<file path="config.mk">
export PLATFORM = sky130hd
export DESIGN_NAME = irq_ctl
export DESIGN_NICKNAME = d
export VERILOG_FILES = /design/src/rtl/irq_ctl.sv
export SDC_FILE = /design/constraint.sdc
export NUM_CORES = 1
export LEC_CHECK = 0
export BUFFER_PORTS_ARGS = -buffer_cell sky130_fd_sc_hd__buf_2
export CAP_MARGIN = 10
export CELL_PAD_IN_SITES_DETAIL_PLACEMENT = 0
export CELL_PAD_IN_SITES_GLOBAL_PLACEMENT = 2
export CORE_ASPECT_RATIO = 0.75
export CORE_MARGIN = 3
export CORE_UTILIZATION = 40
export CTS_BUF_LIST = sky130_fd_sc_hd__clkbuf_8
export DETAILED_ROUTE_END_ITERATION = 6
export GPL_ROUTABILITY_DRIVEN = 1
export PLACE_DENSITY_LB_ADDON = 0.25
export SLEW_MARGIN = 10
export SYNTH_ARGS = -nofsm -noshare
export SYNTH_HDL_FRONTEND = slang
export SYNTH_SLANG_ARGS = --single-unit
</file>
<file path="constraint.sdc">
create_clock -name clk -period 2.3 [get_ports clk]
set_clock_uncertainty 0.15 [all_clocks]
set_input_delay 0.115 -clock clk [delete_from_list [all_inputs] [get_ports clk]]
set_output_delay 0.115 -clock clk [all_outputs]
set_load 0.05 [all_outputs]
</file>
<file path="src/rtl/irq_ctl.sv">
// irq_ctl: memory-mapped interrupt controller merging up to eight sources into one IRQ.
// Register window at BASE: +0 PEND (W1C), +1 EN, +2 MODE (1 = edge), +3 VEC (read-only).
// Optional feature macro IRQ_CTL_NMI_EN: routes channel N-1 to a dedicated NMI output,
// forced to edge mode, independent of EN and excluded from IRQ and VEC.

module irq_ctl #(
  parameter int unsigned N    = 8,
  parameter logic [15:0] BASE = 16'hFE00
) (
  input  logic         clk,
  input  logic         RST_n,
  input  logic [15:0]  AD,
  input  logic [7:0]   DI,
  input  logic         WE,
  input  logic         RDY,
  input  logic [N-1:0] SRC,
  output logic [7:0]   DO,
  output logic         SEL,
  output logic         IRQ
`ifdef IRQ_CTL_NMI_EN
  ,
  output logic         NMI
`endif
);

  // Synchronizer and history flops
  logic [N-1:0] s1_q, s2_q, s3_q;

  // Architectural registers
  logic [N-1:0] pend_q, pend_d;
  logic [N-1:0] en_q, en_d;
  logic [N-1:0] mode_q, mode_d;
  logic         irq_q, irq_d;
`ifdef IRQ_CTL_NMI_EN
  logic         nmi_q, nmi_d;
`endif

  logic [N-1:0] irq_mask;   // channels that may drive IRQ and VEC
  logic [N-1:0] edge_mode;  // effective per-channel mode
  logic [N-1:0] rise;
  logic [N-1:0] clr;
  logic [N-1:0] act;        // pending and enabled, eligible for IRQ
  logic         wr;
  logic [7:0]   pend_rd, en_rd, mode_rd, vec;

  assign SEL = (AD[15:2] == BASE[15:2]);
  assign wr  = SEL & WE & RDY;

  // Channel routing: the NMI channel is masked out of IRQ/VEC and pinned to edge mode
  always_comb begin
    irq_mask = '1;
`ifdef IRQ_CTL_NMI_EN
    irq_mask[N-1] = 1'b0;
`endif
    edge_mode = mode_q | ~irq_mask;
  end

  // Two-flop synchronizer plus history flop for edge detection
  always_ff @(posedge clk or negedge RST_n) begin
    if (!RST_n) begin
      s1_q <= '0;
      s2_q <= '0;
      s3_q <= '0;
    end else begin
      s1_q <= SRC;
      s2_q <= s1_q;
      s3_q <= s2_q;
    end
  end

  // Next-state for registers: bus writes, edge capture, level follow, W1C (set wins)
  always_comb begin
    en_d   = en_q;
    mode_d = mode_q;
    clr    = '0;
    if (wr) begin
      unique case (AD[1:0])
        2'd0:    clr    = DI[N-1:0];
        2'd1:    en_d   = DI[N-1:0];
        2'd2:    mode_d = DI[N-1:0];
        default: ;
      endcase
    end
    rise = s2_q & ~s3_q;
    for (int i = 0; i < int'(N); i++) begin
      pend_d[i] = edge_mode[i] ? (rise[i] | (pend_q[i] & ~clr[i])) : s2_q[i];
    end
    act   = pend_q & en_q & irq_mask;
    irq_d = |act;
`ifdef IRQ_CTL_NMI_EN
    nmi_d = pend_q[N-1];
`endif
  end

  // Register state
  always_ff @(posedge clk or negedge RST_n) begin
    if (!RST_n) begin
      pend_q <= '0;
      en_q   <= '0;
      mode_q <= '1;
      irq_q  <= 1'b0;
`ifdef IRQ_CTL_NMI_EN
      nmi_q  <= 1'b0;
`endif
    end else begin
      pend_q <= pend_d;
      en_q   <= en_d;
      mode_q <= mode_d;
      irq_q  <= irq_d;
`ifdef IRQ_CTL_NMI_EN
      nmi_q  <= nmi_d;
`endif
    end
  end

  // Read path: zero-extend unused channels, priority-encode VEC (channel 0 wins)
  always_comb begin
    pend_rd = '0;
    en_rd   = '0;
    mode_rd = '0;
    pend_rd[N-1:0] = pend_q;
    en_rd[N-1:0]   = en_q;
    mode_rd[N-1:0] = mode_q;
    vec = 8'hFF;
    for (int i = int'(N) - 1; i >= 0; i--) begin
      if (act[i]) vec = 8'(i);
    end
    unique case (AD[1:0])
      2'd0:    DO = pend_rd;
      2'd1:    DO = en_rd;
      2'd2:    DO = mode_rd;
      default: DO = vec;
    endcase
  end

  assign IRQ = irq_q;
`ifdef IRQ_CTL_NMI_EN
  assign NMI = nmi_q;
`endif

endmodule

</file>
==> impl_metrics.tcl <==
set metrics [dict create \
    cts_setup_buffers 0 \
    ys_seq_area_share_pct 62.61 \
    antenna_found_initial 0 \
    drv_cap 0 \
    synthArstFlopShare_pct 100.0 \
    finalSetupTns_ns 0 \
    pwr-share-seq_pct 53.1 \
    via_count 1463 \
    core_um2 4598 \
    slew_headroom_pct 50.15 \
    antenna_cells 0 \
    met1_usage_pct 25.02 \
    track_usage_pct 17.49 \
    grt_max_degree 19 \
    rr_startpoint "en_q[3]$_DFFE_PN0P_" \
    fin_nets 250 \
    setup_viol 0 \
    netlist_instances 145 \
    pre_cts_ws_ns 0.3142 \
    netlist_area_um2 1974 \
    routed_wl_um 4606 \
    tightest_slew_ns 0.7450 \
    cts_buffer_depth 2 \
    htree_levels 2 \
    path_max_fanout 5 \
    detail-route-antenna-nets 0 \
    finalMaxSlewViolations 0 \
    drc 0 \
    layout-drive-gt1-share_pct 39.53 \
    root_buffer "clkbuf_8" \
    drt_pre_antenna_iters 4 \
    syn_area_per_cell_um2 13.62 \
    via_per_inst 5.379 \
    intPower_mw 1.316 \
    initial_core_util_pct 42.94 \
    period_needed_ns 2.157 \
    clock_latency_ns 0.29 \
    holdCritPathClass "in2async" \
    synth_edf_count 0 \
    use_met3_pct 3.708 \
    syn_nets 181 \
    final_core_util_pct 55.86 \
    rsz0062_at_grt "false" \
    yosys.cell_count.top_type "dfrtp_1" \
    status "completed" \
    synthTopCellsByArea "dfrtp_1 (52%), dfstp_2 (11%), mux2_2 (9.1%)" \
    crit_path_start_kind "flip-flop" \
    die_w_um 87.13 \
    combPwrFrac_pct 10.2 \
    synthFlopType "dfrtp_1" \
    cts_sinks 49 \
    fillers 384 \
    numPlacedInstances 247 \
    whs_ns 0.1373 \
    worstPathRequired_ns 2.04 \
    clk_pin_slew_worst_paths_ns 0.09 \
    crit_type "reg2out" \
    grt_pass1_wl_um 7590 \
    die-area_um2 5824 \
    power_switching_mw 0.3925 \
    p_clk_share_pct 36.7 \
    multi_input_area_um2 711.9 \
    die_h_um 66.85 \
    ys_types 32 \
    grt_pass1_vias 1510 \
    swShare_pct 22.97 \
    io_buffer_count 45 \
    endpoint_kind "output port" \
    synth.ff_latch_count 49 \
    post-route-period-util_pct 93.80 \
    cts-buffers-inserted 5 \
    ioPinCount 46 \
    r2r_end "IRQ$_DFF_PN0_" \
    initialDrtViolationCount 54 \
    reg2reg_depth 3 \
    p_leak_nw 1.226 \
    gp_congestion 0.8286 \
    area_growth_pct 30.10 \
    use_met2_pct 26.70 \
    rows 21 \
    r2r_setup_slack_ns 1.06 \
    peakVddDrop_uv 443.6 \
    finalHoldViolations 0 \
    tritoncts "built" \
    critical_path_arrival_ns 1.89 \
    post-synth-top-area-fraction_pct 51.96 \
    fmax_mhz 463.5 \
    p_per_area_nw_per_um2 665.2 \
    setup_slack_ns 0.1427 \
    yosys-top-cells-count "dfrtp_1 (41), mux2_2 (16), nand2_1 (14), nand3_1 (9)" \
    ys_warn_count 0 \
    yosys.area.top_type "dfrtp_1" \
    grt_overflow 0 \
    dpl.hpwl_um 3243 \
    seqCellArea_um2 1236 \
    avgRoutedWirePerCell_um 16.93 \
    final_cells 272 \
    top_usage_layer "met2" \
]
-- flip-flops by register name, indices dropped and copies added, names as in the netlist --
register and count:
s3_q 8, en_q 8, IRQ 1, s2_q 8
pend_q 8, s1_q 8, edge_mode 8
-- per-stage QoR --
| stage | power (mW) | area (um2) |
|---|---|---|
| after floorplan | 0.9974 | 1974 |
| after global placement | 1.072 | 2277 |
| after detailed placement | 1.077 | 2277 |
| after CTS | 1.728 | 2567 |
| after global routing | 1.789 | 2569 |
| final | 1.709 | 2569 |
-- cell type report --
type                    count  share of cell area, %
clock buffers               6                  3.215
clock inverters             2                  1.461
inverters                   1                 0.1461
multi-input cells          91                  27.72
flip-flops and latches     49                  48.12
well taps                  57                  2.776
repair buffers             66                  16.56
-- layer usage --
metal / wire, um / vias up
met3: 217 / 4
li1: - / 685
met4: 33 / 0
met5: 0 / -
met1: 2188 / 737
met2: 2166 / 37
-- placed cells by master, fill, tap and decap left out, types with 6 or more instances in the layout --
cell,n
mux2_2,16
dlygate4sd3_1,17
dfrtp_1,41
dfstp_2,8
nand2_1,14
a32o_1,8
buf_2,45
nand3_1,9
nor2_1,8
clkbuf_8,6
mux2i_1,8
-- worst max-delay path by stage --
stage | startpoint | endpoint | depth (start not counted) | slack, ns
after CTS | en_q[1]$_DFFE_PN0P_ | DO[6] | 5 | 0.09
after floorplan | AD[3] | SEL | 3 | 0.54
final | en_q[1]$_DFFE_PN0P_ | DO[6] | 5 | 0.14
after global placement | AD[3] | en_q[1]$_DFFE_PN0P_ | 5 | 0.30
after detailed placement | AD[3] | en_q[6]$_DFFE_PN0P_ | 5 | 0.31
after global routing | pend_q[1]$_DFF_PN0_ | DO[5] | 5 | 0.02
-- power by group through the flow --
stage	Combinational [mW]	Sequential, mW	Clock, mW
final	0.175	0.907	0.627
after global routing	0.191	0.910	0.688
after CTS	0.176	0.906	0.645
after detailed placement	0.154	0.923	0
after global placement	0.151	0.922	0
after floorplan	0.0801	0.917	0
-- what timing repair did --
action                                 in CTS  in global routing
endpoints found under the hold margin      40                  0
resized for setup                           0                  1
hold buffers                               17                  0
setup endpoints to repair                   0                  5
-- logic make-up after synthesis --
group,synth area share (%)
AND/OR/NAND/NOR,12.55
buffers and inverters,1.393
multiplexers,13.18
flip-flops,62.61
AO/OA/AOI/OAI,10.27
-- worst max-delay path, cell delays in order, from the launching register on --
cell	delay, ns
dfrtp_1	0.42
a22oi_1	0.23
and3_1	0.23
and4_2	0.32
a211o_1	0.14
buf_2	0.26
(Power assumes the default switching activity.)
